## config.mk

```make
export PLATFORM = sky130hd
export DESIGN_NAME = aes_pkcs7_padder
export DESIGN_NICKNAME = d
export VERILOG_FILES = /design/src/rtl/aes_pkcs7_padder.sv
export SDC_FILE = /design/constraint.sdc
export NUM_CORES = 1
export LEC_CHECK = 0
export ABC_CLOCK_PERIOD_IN_PS = 5100
export BUFFER_PORTS_ARGS = -buffer_cell sky130_fd_sc_hd__buf_2
export CORE_MARGIN = 10
export CORE_UTILIZATION = 50
export DETAILED_ROUTE_END_ITERATION = 8
export PLACE_DENSITY = 0.85
export SYNTH_ARGS = -nofsm -noshare
export SYNTH_HDL_FRONTEND = slang
export SYNTH_SLANG_ARGS = --single-unit
```

## constraint.sdc

```tcl
create_clock -name clk -period 5.1 [get_ports clk]
set_input_delay 0.255 -clock clk [delete_from_list [all_inputs] [get_ports clk]]
set_output_delay 0.255 -clock clk [all_outputs]
set_load 0.03 [all_outputs]
```

## src/rtl/aes_pkcs7_padder.sv

```systemverilog
`default_nettype none
// ============================================================================
// Module   : aes_pkcs7_padder
// Purpose  : Streaming PKCS#7 padder feeding the AES block engine. Replaces
//            unused tail bytes of the final message word with pad bytes,
//            appends a full pad block when the final word is completely
//            full, and presents full 128-bit blocks through a single
//            registered valid/ready output stage.
// Revision : 1.0 - initial release
// ============================================================================
module aes_pkcs7_padder #(
   parameter int CNT_W = 16
) (
   input  logic             clk,
   input  logic             rst,
   input  logic             msg_in_valid,
   input  logic [127:0]     msg_in_data,
   input  logic             msg_in_sop,
   input  logic             msg_in_eop,
   input  logic [6:0]       msg_in_empty,
   output logic             msg_in_ready,
   output logic             blk_out_valid,
   output logic [127:0]     blk_out_data,
   output logic             blk_out_sop,
   output logic             blk_out_eop,
   input  logic             blk_out_ready,
   output logic [CNT_W-1:0] msg_cnt,
   output logic             proto_err
);

   typedef enum logic [1:0] {
      ST_IDLE = 2'd0,
      ST_BODY = 2'd1,
      ST_PAD  = 2'd2
   } state_t;

   localparam logic [127:0] FULL_PAD_BLOCK = {16{8'h10}};

   state_t             state_q;
   logic               valid_q;
   logic [127:0]       data_q;
   logic               sop_q;
   logic               eop_q;
   logic [CNT_W-1:0]   msg_cnt_q;
   logic               proto_err_q;

   logic               out_free;
   logic               accept;
   logic               out_hs;
   logic [4:0]         pad_len;
   logic [127:0]       padded_data;

   // The output register may load when it is empty or being drained this cycle.
   assign out_free     = ~valid_q | blk_out_ready;
   assign msg_in_ready = out_free & (state_q != ST_PAD);
   assign accept       = msg_in_valid & msg_in_ready;
   assign out_hs       = valid_q & blk_out_ready;

   assign blk_out_valid = valid_q;
   assign blk_out_data  = data_q;
   assign blk_out_sop   = sop_q;
   assign blk_out_eop   = eop_q;
   assign msg_cnt       = msg_cnt_q;
   assign proto_err     = proto_err_q;

   // Clamp empty to one block and overwrite the low pad_len bytes with pad_len.
   always_comb begin
      pad_len     = (msg_in_empty >= 7'd16) ? 5'd16 : msg_in_empty[4:0];
      padded_data = msg_in_data;
      for (int i = 0; i < 16; i++) begin
         if (5'(i) < pad_len) begin
            padded_data[8*i +: 8] = {3'b000, pad_len};
         end
      end
   end

   // Framing state machine, registered output stage, message counter and error flag.
   always_ff @(posedge clk) begin
      if (rst) begin
         state_q     <= ST_IDLE;
         valid_q     <= 1'b0;
         data_q      <= '0;
         sop_q       <= 1'b0;
         eop_q       <= 1'b0;
         msg_cnt_q   <= '0;
         proto_err_q <= 1'b0;
      end else begin
         if (out_hs && eop_q) begin
            msg_cnt_q <= msg_cnt_q + {{(CNT_W-1){1'b0}}, 1'b1};
         end

         if (state_q == ST_PAD) begin
            // The owed pad block waits until the final word has been taken.
            if (out_free) begin
               valid_q <= 1'b1;
               data_q  <= FULL_PAD_BLOCK;
               sop_q   <= 1'b0;
               eop_q   <= 1'b1;
               state_q <= ST_IDLE;
            end
         end else if (accept) begin
            if ((state_q == ST_IDLE) && !msg_in_sop) begin
               // Orphan beat outside a message: swallow it and flag it.
               proto_err_q <= 1'b1;
               valid_q     <= 1'b0;
            end else begin
               // A sop inside a message is flagged but the beat continues the message.
               if ((state_q == ST_BODY) && msg_in_sop) begin
                  proto_err_q <= 1'b1;
               end
               valid_q <= 1'b1;
               sop_q   <= msg_in_sop;
               if (!msg_in_eop) begin
                  data_q  <= msg_in_data;
                  eop_q   <= 1'b0;
                  state_q <= ST_BODY;
               end else if (pad_len == 5'd0) begin
                  data_q  <= msg_in_data;
                  eop_q   <= 1'b0;
                  state_q <= ST_PAD;
               end else begin
                  data_q  <= padded_data;
                  eop_q   <= 1'b1;
                  state_q <= ST_IDLE;
               end
            end
         end else if (out_free) begin
            valid_q <= 1'b0;
         end
      end
   end

endmodule
`default_nettype wire
```

* After elaboration in Yosys (flattened, before gate mapping) *
Index checks and enable logic that the tools add are counted.

cells by class
  reduce and logical (&&, ||, !) cells = 12
  equal/unequal tests = 5
  bitwise logic cells = 6
  $lt $le $gt $ge = 17
  multiplexer cells = 44
  $add $sub $neg = 1

operator list
  cell                                                 count
  two-way mux 128 bit                                  6
  two-way mux 8 bit                                    16
  < comparator 4 x 5 -> 1 bit, first input constant    8
  < comparator 3 x 5 -> 1 bit, first input constant    4
  adder 16 x 1 -> 16 bit, second input constant        1
  two-way mux 1 bit                                    15
  two-way mux 2 bit                                    6
  < comparator 1 x 5 -> 1 bit, first input constant    2
  < comparator 2 x 5 -> 1 bit, first input constant    2
  >= comparator 7 x 5 -> 1 bit, second input constant  1
  != test 2 bit, second input constant                 3
  AND reduction 3 bit                                  2
  nonzero test 2 bit                                   3
  zero test 5 bit                                      1
  two-way mux 5 bit                                    1
  bitwise AND 1 bit                                    3
  logical AND 1 bit                                    3
  equality test 2 x 1 -> 1 bit, second input constant  1
  equality test 2 bit, second input constant           1
  zero test 2 bit                                      1
  inverter 1 bit                                       2
  AND reduction 2 bit                                  1
  zero test 1 bit                                      1
  OR 1 bit                                             1

storage, ports and cells
  output and inout port bits = 149
  word-level logic and storage cells = 92
  input port bits = 141
  flip-flop bits (word level) = 150

* Depth between registers and ports, before layout *
Gate-level depths: netlist of run 1.

  word-level depth = 9
  depth in mapped cells = 7
  mapped depth without buffers = 5

* Worst setup path before layout of run 1 *
Ideal clock, no wire load.

  path kind = reg2reg
  start = register valid_q (netlist: blk_out_valid)
  end = register msg_cnt_q[14] (netlist: msg_cnt[14])
  path buffers = 0
  setup slack = 3.178 ns
  cell stages (with the launch flop) = 5
  required time = 5.029 ns
  period minus slack after synthesis = 1.922 ns
  arrival time = 1.851 ns
  cell sequence = dfxtp_1 nand4_1 or4_1 or3_1 a21oi_1

between the ends
  cells in the longest elaborated chain, start to end = 2

ends and longest elaborated chain
  item                    RTL line  text
  from (decl)             40        logic valid_q;
  from (signal assigned)  81        valid_q <= 1'b0;
  from (signal assigned)  95        valid_q <= 1'b1;
  from (signal assigned)  105       valid_q <= 1'b0;
  bitwise AND 1 bit       57        assign out_hs = valid_q & blk_out_ready;
  logical AND 1 bit       88        if (out_hs && eop_q) begin
  to (signal assigned)    89        msg_cnt_q <= msg_cnt_q + {{(CNT_W-1){1'b0}}, 1'b1};
  to (decl)               44        logic [CNT_W-1:0] msg_cnt_q;

No other way between the ends.
A chain may end at the register's enable or synchronous reset.

* Final worst setup path of run 1 *
  start = register state_q[1]
  end = register data_q[2] (netlist: blk_out_data[2])

between the ends
  cells in the longest elaborated chain, start to end = 5
  elaborated cells on any way between the ends = 11
  classes of those cells = eq/ne (4); mux (1); bitwise (2); reduce/logical (4)

ends and longest elaborated chain
  item                                  RTL line  text
  from (decl)                           39        state_t state_q;
  from (signal assigned)                80        state_q <= ST_IDLE;
  from (signal assigned)                99        state_q <= ST_IDLE;
  from (signal assigned)                116       state_q <= ST_BODY;
  != test 2 bit                         55        assign msg_in_ready = out_free & (state_q != ST_PAD);
  bitwise AND 1 bit                     55
  bitwise AND 1 bit                     56        assign accept = msg_in_valid & msg_in_ready;
  nonzero test 2 bit (no source line)   --
  AND reduction 3 bit (no source line)  --
  to (signal assigned)                  114       data_q <= msg_in_data;
  to (signal assigned)                  118       data_q <= msg_in_data;
  to (signal assigned)                  122       data_q <= padded_data;
  to (decl)                             41        logic [127:0] data_q;

Parallel ways exist; a longest one is shown, timed or not.

==> impl_metrics.json, run 1 <==
{
  "status": "finished, final reports clean",
  "netlist_top_cells_area": "dfxtp_1 (49%), a32oi_1 (7.5%), nor2_1 (5.5%), nand2_1 (3.6%), a21oi_1 (3.3%)",
  "path_class": "flop to flop",
  "synth_seq_area_share_pct": 49.31,
  "final_area_sq_mm": 0.008228,
  "sw_frac_of_total_pct": 26.39,
  "finalCritPeriodShare_pct": 48.83,
  "grt_max_degree": 75,
  "total_leakage_power_nw": 3.769,
  "core_sq_mm": 0.01196,
  "dieArea_sq_mm": 0.01699,
  "htree_levels": 4,
  "peakVddDrop_v": 0.0002554,
  "cts_tree": "built",
  "drtIter0Drc": 585,
  "drv_cap": 0,
  "final_antenna_net_count": 0,
  "clock_path_buffers": 2,
  "grt_pass1_wl_microns": 34240,
  "slew_headroom_pct": 18.54,
  "slew_violations": 0,
  "pre_cts_ws_ns": 2.509,
  "grt_pass1_vias": 6336,
  "yosys_warnings": 0,
  "fin_crit_ns": 2.490,
  "port_buffers": 289,
  "async_flop_share_pct": 0,
  "synth.cell_area_sq_mm": 0.006090,
  "grt.busiest_layer": "met2",
  "die_w_microns": 130.4,
  "use_met1_pct": 30.11,
  "antenna_found_initial": 2,
  "hpwl_microns": 16970,
  "fp.dieH_microns": 130.4,
  "cp-end-kind": "flop",
  "start_util_pct": 50.91,
  "clock_sinks": 150,
  "arrival_ns": 2.85,
  "p_switching_mw": 0.7913,
  "crit_buf_inv": 0,
  "clk_pin_slew_ns": 0.06,
  "finClkSkew_ns": 0.006649,
  "synth_ff_type": "dfxtp_1",
  "fin_tns_setup_ns": 0,
  "met3_usage_pct": 9.168,
  "viasPerCell": 5.858,
  "vias": 6420,
  "syn_area_per_cell_sq_um": 9.062,
  "hold_viol": 0,
  "fmax_mhz": 401.6,
  "grt_use_met2_pct": 41.63,
  "postPlaceCellArea_sq_mm": 0.007600,
  "gr-usage-all-layers_pct": 26.00,
  "place.gp.congestion": 0.8566,
  "required_ns": 5.46,
  "hold_buffers": 0,
  "layout-drive-gt1-share_pct": 36.75,
  "p_clk_share_pct": 44.3,
  "pwr-share-seq_pct": 41.6,
  "routed_wl_microns": 23070,
  "postSynthCellCount": 672,
  "synthTopCellsByCount": "dfxtp_1 (150), nor2_1 (89), nand2_1 (58)",
  "synth_most_common_cell": "dfxtp_1",
  "clock_latency_ns": 0.42,
  "min_path_type": "primary input to flop",
  "worst_slack_ns": 2.610,
  "intPower_mw": 2.207,
  "synth_top_area_share_pct": 49.31,
  "gr-total-overflow": 0,
  "path_cells": "nand2b_1 -> a2111oi_4 -> and2_1 -> a221o_1",
  "powerDensity_mw_per_mm2": 364.4,
  "fin_nets": 1077,
  "wl_per_cell_microns": 21.05,
  "post-cts-setup-buffers": 0,
  "ios": 290,
  "tightest_slew_ns": 1.221,
  "cpMaxStageDelayCell": "a2111oi_4",
  "crit_family": "compound AO/OA/AOI/OAI gates",
  "area_growth_pct": 35.11,
  "synth_edf_count": 0,
  "critPathMaxStageDelay_ns": 1.15,
  "ys_types": 63,
  "syn_nets": 814,
  "first_pass_iters": 5,
  "synth-seq-cells": 150,
  "p_comb_share_pct": 14.1,
  "rsz0062_at_grt": "false",
  "ctsResizeCount": 0,
  "finalSetupViolations": 0,
  "place_inst": 1063,
  "worstSetupStartpointType": "flop",
  "drt_drc_violations_left": 0,
  "finalPower_mw": 2.998,
  "crit_fanout": 22,
  "cts-root-buf": "clkbuf_16",
  "instances_no_fill": 1096,
  "cts-buffers-inserted": 17,
  "rows": 40,
  "synth_top_cell_by_area": "dfxtp_1",
  "ff2ff_setup_slack_ns": 2.61
}
[worst paths after layout]
check | cells after the start | to | startpoint
worst max-delay path | 4 | blk_out_data[2] | state_q[1]
worst min-delay path | 2 | blk_out_data[80] | msg_in_data[80]
worst max register to register | 4 | blk_out_data[2] | state_q[1]
worst min register to register | 2 | blk_out_data[58] | blk_out_data[58]
[kinds of logic (layout without fill, tap and decap cells)]
kind of cell / Yosys count / after routing / synth area share [%]
AND/OR/NAND/NOR: 235 / 235 / 18.00
AO/OA/AOI/OAI: 216 / 216 / 26.65
flip-flops: 150 / 150 / 49.31
buffers and inverters: 58 / 333 / 4.048
XOR/XNOR: 10 / 10 / 1.438
multiplexers: 2 / 2 / 0.3493
adder cells (fa/ha/maj): 1 / 1 / 0.2054
other: 0 / 2 / 0
[metal layers]
| layer | routed length, microns | vias to the layer above | share of wire (%) |
|---|---|---|---|
| met1 | 9039 | 3024 | 39 |
| met2 | 10950 | 326 | 47 |
| met5 | 0 | - | 0 |
| met4 | 767 | 0 | 3.3 |
| met3 | 2317 | 51 | 10 |
| li1 | - | 3019 | - |
[power by group through the flow]
stage                     Sequential [mW]  Clock (mW)  Combinational, mW
after global routing                 1.25        1.40              0.452
after floorplan                      1.37           0              0.157
final                                1.25        1.33              0.422
after global placement               1.27           0              0.415
after CTS                            1.25        1.34              0.421
after detailed placement             1.27           0              0.419
[per-stage QoR]
step / util [%] / hold WS [ns]
after floorplan: - / 0.3719
after detailed placement: 63.54 / 0.4376
after global placement: 63.54 / 0.4281
after global routing: 68.74 / 0.03403
after CTS: 68.74 / 0.03022
final: 68.79 / 0.05195
[layout by cell type (no fill, tap or decap), types with 4 or more instances in the layout]
master     netlist  routed
bufinv_16        0       4
buf_2            8     288
buf_4            3       7
o2bb2ai_1        4       4
o21ai_0         34      34
a31oi_1          4       4
nor3_1          17      17
clkinv_2         0       4
nor4_1           6       6
nand3_1         18      18
xnor2_1          5       5
dfxtp_1        150     150
nand2b_1         7       7
nand2_1         58      58
and2_1           4       4
inv_1            7       7
o21ai_1          6       5
or3_1            4       4
a22o_1           9       9
a32oi_1         52      52
a21oi_1         40      40
xor2_1           5       5
nand4_1          5       5
o21a_1           8       8
clkbuf_16        0      17
nor2b_1          8       8
a22oi_1         14      14
and3_1           5       5
a221o_1          9       9
nor2_1          89      89
or4_1            5       5
[sequential cells by signal, summed over array words and instances, names as in the netlist]
signal	cells
blk_out_data	128
msg_cnt	16
state_q	2
blk_out_eop	1
blk_out_sop	1
blk_out_valid	1
proto_err	1
[area by class of cell]
type | instances | area, sq um
tap | 147 | 183.9
antenna | 2 | 5.005
inverter | 7 | 26.28
fill | 933 | 3734
multi-input combinational | 464 | 2893
clock buffer | 22 | 474.2
sequential | 150 | 3003
clock inverter | 9 | 148.9
timing repair buffer | 295 | 1494
(Power assumes the default switching activity.)
==> inputs of run 2 (changes only) <==
- ABC_CLOCK_PERIOD_IN_PS: 5100 -> 2550
- CORE_UTILIZATION: 50 -> 46
- PLACE_DENSITY: 0.85 -> 0.79
- clock period: 5.1 -> 2.55 ns (I/O delays scaled with it)
==> run 2 against run 1 <==
Combinational power is 140% higher. Global-route usage is 1.7 points higher. Sequential cell count stayed put. Worst setup slack worse by 2.1 ns. Register-to-register slack worse by 2.1 ns. First-iteration DRC count is 0.17% higher. Non-clock buffer count is 109 higher. Sequential share of layout area is 4.2 points lower. Clock skew hardly changed. Total power is 99% higher. Largest cell class unchanged.
==> impl_metrics.json, run 2 (synthesized netlist as in run 1, its figures left out) <==
{
  "status": "finished, final reports clean",
  "port_buffers": 289,
  "fin_nets": 1186,
  "finalPower_mw": 5.953,
  "cts-root-buf": "clkbuf_16",
  "top_layer": "met4",
  "drv_cap": 0,
  "total_leakage_power_nw": 4.200,
  "worst_slack_ns": 0.5073,
  "slew_violations": 0,
  "largest_reg_flops": 128,
  "finalSetupViolations": 0,
  "worstSetupStartpointType": "flop",
  "arrival_ns": 2.41,
  "required_ns": 2.91,
  "crit_family": "compound AO/OA/AOI/OAI gates",
  "path_cells": "nand2b_1 -> a2111o_1 -> nor3_2 -> a221o_1",
  "ios": 290,
  "core_sq_mm": 0.01277,
  "critPathMaxStageDelay_ns": 0.62,
  "slew_headroom_pct": 52.02,
  "htree_levels": 4,
  "min_path_type": "primary input to flop",
  "wl_per_cell_microns": 21.37,
  "drtIter0Drc": 586,
  "finalCritPeriodShare_pct": 80.11,
  "clock_path_buffers": 2,
  "gr-usage-all-layers_pct": 27.66,
  "grt_max_degree": 64,
  "cp-end-kind": "flop",
  "crit_buf_inv": 0,
  "cpMaxStageDelayCell": "a2111o_1",
  "hold_viol": 0,
  "ff2ff_setup_slack_ns": 0.51,
  "layout-drive-gt1-share_pct": 33.68,
  "first_pass_iters": 7,
  "route.met2.wl_microns": 12930,
  "post-route-util_pct": 72.69,
  "pre_cts_ws_ns": 0.5759,
  "antenna_found_initial": 2,
  "area_growth_pct": 52.48,
  "place.gp.congestion": 0.8681,
  "rows": 41,
  "fp.dieH_microns": 135.1,
  "dr_wl_met3_microns": 2632,
  "die_w_microns": 135.1,
  "routed_wl_microns": 26310,
  "final_antenna_net_count": 0,
  "viasPerCell": 5.790,
  "final_common_cell": "buf_2",
  "fin_crit_ns": 2.043,
  "vias": 7127,
  "fin_tns_setup_ns": 0,
  "crit_fanout": 9,
  "cts-buffers-inserted": 17,
  "powerDensity_mw_per_mm2": 641.1,
  "clock_sinks": 150,
  "ctsResizeCount": 0,
  "start_util_pct": 47.67,
  "grt_pass1_vias": 7198,
  "layout_common_cells": "buf_2 (288), dfxtp_1 (150), dlygate4sd3_1 (98), nor2_1 (89), nand2_1 (58)",
  "path_class": "flop to flop",
  "drt_drc_violations_left": 0,
  "hpwl_microns": 17370,
  "clk_pin_slew_ns": 0.06,
  "met1Wirelength_microns": 9647,
  "tightest_slew_ns": 0.7131,
  "cts_tree": "built",
  "finClkSkew_ns": 0.006367,
  "fmax_mhz": 489.6,
  "clock_latency_ns": 0.42,
  "rsz0062_at_grt": "false",
  "grt_pass1_wl_microns": 40000,
  "peakVddDrop_v": 0.0004375,
  "gr-total-overflow": 0,
  "dieArea_sq_mm": 0.01824
}
## run 2: area by class of cell
cell class / count / area, sq um
Fill cell: 916 / 3488
Clock buffer: 24 / 461.7
Sequential cell: 150 / 3003
Inverter: 7 / 26.28
Timing Repair Buffer: 404 / 2582
Tap cell: 172 / 215.2
Multi-Input combinational cell: 464 / 2893
Clock inverter: 8 / 98.84
Antenna cell: 2 / 5.005
## run 2: per-layer routing
metal	vias up	GRT usage (%)
li1	3237	-
met1	3344	29.98
met2	460	47.71
met3	86	9.236
met4	0	12.86
met5	-	0
## run 2: final timing paths
kind | to | depth (start not counted) | startpoint
max | blk_out_data[82] | 4 | state_q[1]
min | blk_out_data[56] | 3 | msg_in_data[56]
max reg2reg | blk_out_data[82] | 4 | state_q[1]
min reg2reg | blk_out_data[67] | 2 | blk_out_data[67]
## run 2: power breakdown
group          internal, mW  total (mW)  switching [mW]
Sequential             2.44        2.50          0.0576
Clock                  1.47        2.45           0.985
Combinational         0.380        1.00           0.622
## run 2: worst register-to-register path: stages (launching register included)
cell and delay [ns]:
dfxtp_1 0.34, nand2b_1 0.35, a2111o_1 0.63, nor3_2 0.45
a221o_1 0.22
## run 2: through the flow
stage                     std cells  instance area [sq um]  hold slack (ns)
final                          1231                   9285         0.005131
after global routing           1231                   9285          0.01143
after CTS                      1229                   9280        0.0001059
after detailed placement       1099                   7739           0.3353
after global placement         1099                   7739           0.3294
after floorplan                 672                   6090           0.2444
## run 2: timing repair
| item | 4_1_cts | 5_1_grt |
|---|---|---|
| endpoints found under the hold margin | 98 | 0 |
| buffers inserted | 0 | 0 |
| hold buffers | 98 | 0 |
| setup endpoints to repair | 0 | 0 |
==> inputs of run 3 (changes only) <==
- ABC_CLOCK_PERIOD_IN_PS: 2550 -> 2100
- clock period: 2.55 -> 2.1 ns (I/O delays scaled with it)
==> run 3 against run 2 <==
Cell count grew 2.9%. Core utilization grew 3.0 points. Sequential cell count is the same. Total power grew 26%. Combinational power grew 28%. Worst setup slack lost 0.34 ns. Maximum frequency grew 5.9%. Worst hold slack gained 0.0023 ns. Clock skew grew 0.0015 ns. Non-clock buffer count grew 34. Register-to-register slack lost 0.34 ns. Critical path depth is the same.
==> impl_metrics.json, run 3 (synthesized netlist as in run 1, its figures left out) <==
{
  "status": "finished, final reports clean",
  "core_sq_mm": 0.01277,
  "fp.dieH_microns": 135.1,
  "crit_fanout": 7,
  "start_util_pct": 47.67,
  "routed_wl_microns": 27070,
  "peakVddDrop_v": 0.0004663,
  "largest_reg_flops": 128,
  "vias": 7327,
  "fmax_mhz": 518.6,
  "final_antenna_net_count": 0,
  "htree_levels": 4,
  "fin_crit_ns": 1.928,
  "p_clk_share_pct": 42.2,
  "total_leakage_power_nw": 4.380,
  "cp-end-kind": "flop",
  "multi_input_area_sq_mm": 0.002895,
  "holdPathStages": 3,
  "finClkSkew_ns": 0.007916,
  "r2r-end": "blk_out_data[82]",
  "sw_frac_of_total_pct": 27.78,
  "rsz0062_at_grt": "false",
  "post-cts-setup-buffers": 0,
  "finalPower_mw": 7.481,
  "finalSetupViolations": 0,
  "layout-drive-gt1-share_pct": 34.56,
  "path_class": "flop to flop",
  "met3_usage_pct": 8.605,
  "drtIter0Drc": 654,
  "hpwl_microns": 17610,
  "wl_per_cell_microns": 21.37,
  "grt.busiest_layer": "met2",
  "area_growth_pct": 58.78,
  "grt_pass1_vias": 7445,
  "die_w_microns": 135.1,
  "drv_cap": 0,
  "arrival_ns": 2.29,
  "powerDensity_mw_per_mm2": 773.7,
  "grt_max_degree": 89,
  "p_comb_share_pct": 17.2,
  "crit-reg2reg-launch": "state_q[0]",
  "rr_worst_depth": 4,
  "slew_violations": 0,
  "intPower_mw": 5.402,
  "min_path_type": "primary input to flop",
  "clock_latency_ns": 0.43,
  "required_ns": 2.46,
  "gr-usage-all-layers_pct": 28.76,
  "fin_tns_setup_ns": 0,
  "dieArea_sq_mm": 0.01824,
  "min_from": "msg_in_data[100]",
  "worstSetupStartpointType": "flop",
  "whs_endpoint": "blk_out_data[100]",
  "gr-total-overflow": 0,
  "clock_path_buffers": 2,
  "pwr-share-seq_pct": 40.6,
  "fin_nets": 1220,
  "final_common_cell": "buf_2",
  "regArea_sq_mm": 0.003003,
  "first_pass_iters": 6,
  "drt_drc_violations_left": 0,
  "hold_viol": 0,
  "ff2ff_setup_slack_ns": 0.17,
  "cts-root-buf": "clkbuf_16",
  "port_buffers": 289,
  "tightest_slew_ns": 0.6331,
  "slew_headroom_pct": 57.41,
  "rows": 41,
  "use_met1_pct": 32.56,
  "grt_pass1_wl_microns": 41850,
  "ios": 290,
  "antenna_found_initial": 2,
  "cts_tree": "built",
  "place.gp.congestion": 0.8813,
  "clk_pin_slew_ns": 0.06,
  "cts-buffers-inserted": 17,
  "clock_sinks": 150,
  "finalCritPeriodShare_pct": 91.83,
  "grt_use_met2_pct": 47.46,
  "p_switching_mw": 2.078,
  "layout_common_cells": "buf_2 (288), dfxtp_1 (150), dlygate4sd3_1 (117), nor2_1 (89), nand2_1 (58)",
  "num-fill-cells": 848,
  "viasPerCell": 5.783
}
## run 3: cell types whose count changed in the layout (fill, tap and decap cells not counted), sizes merged, moves of 2 or more
cell         change
buf             +15
clkinv           +2
dlygate4sd3     +19
clkinvlp         +2
clkbuf           -4
diode            +2
## run 3: worst max-delay path by stage
| stage | start | endpoint | slack (ns) |
|---|---|---|---|
| 2_1_floorplan | blk_out_valid | msg_cnt[14] | 0.18 |
| 3_3_place_gp | state_q[1] | blk_out_data[82] | 0.24 |
| 3_5_place_dp | state_q[1] | blk_out_data[82] | 0.22 |
| 4_1_cts | state_q[1] | blk_out_data[82] | 0.19 |
| 5_1_grt | state_q[0] | blk_out_data[34] | 0.08 |
| 6_report | state_q[0] | blk_out_data[82] | 0.17 |
## run 3: power groups by stage
stage	registers, mW	logic, mW	clock network (mW)
floorplan	3.32	0.381	0
global placement	3.09	1.06	0
detailed placement	3.09	1.07	0
CTS	3.03	1.25	3.17
global route	3.05	1.36	3.29
finish	3.04	1.28	3.16
## run 3: final cells by class
cell class / instances / area share [%]
diodes: 4 / 0.1035
clock buffers: 20 / 4.723
clock inverters: 12 / 1.579
inverters: 7 / 0.2717
multi-input cells: 464 / 29.94
flip-flops and latches: 150 / 31.06
well taps: 172 / 2.226
repair buffers: 438 / 30.10
## run 3: stage by stage
step	setup WS [ns]	hold WS [ns]	utilization, %	area, sq um	cells
after global placement	0.2401	0.3157	61.66	7876	1114
after global routing	0.07697	0.02111	75.64	9662	1264
final	0.1717	0.007384	75.70	9669	1267
after floorplan	0.1778	0.2219	-	6090	672
after CTS	0.1852	0.001711	75.60	9657	1263
after detailed placement	0.2205	0.3214	61.66	7876	1114
## run 3: per-layer routing
metal | vias to the layer above | share of wire (%)
met2 | 503 | 48
met1 | 3418 | 37
met4 | 0 | 4.6
met5 | - | 0
met3 | 88 | 10
li1 | 3318 | -
## run 3: repair_timing
item / CTS / global route
hold buffers: 117 / 0
endpoints found under the setup margin: 0 / 1
resized for setup: 0 / 1
endpoints found under the hold margin: 119 / 0
## run 3: critical path, stage by stage, from the launching register on
cell and delay (ns):
dfxtp_1 0.46, inv_1 0.26, a2111o_1 0.47, nor3_2 0.44
a221o_1 0.24
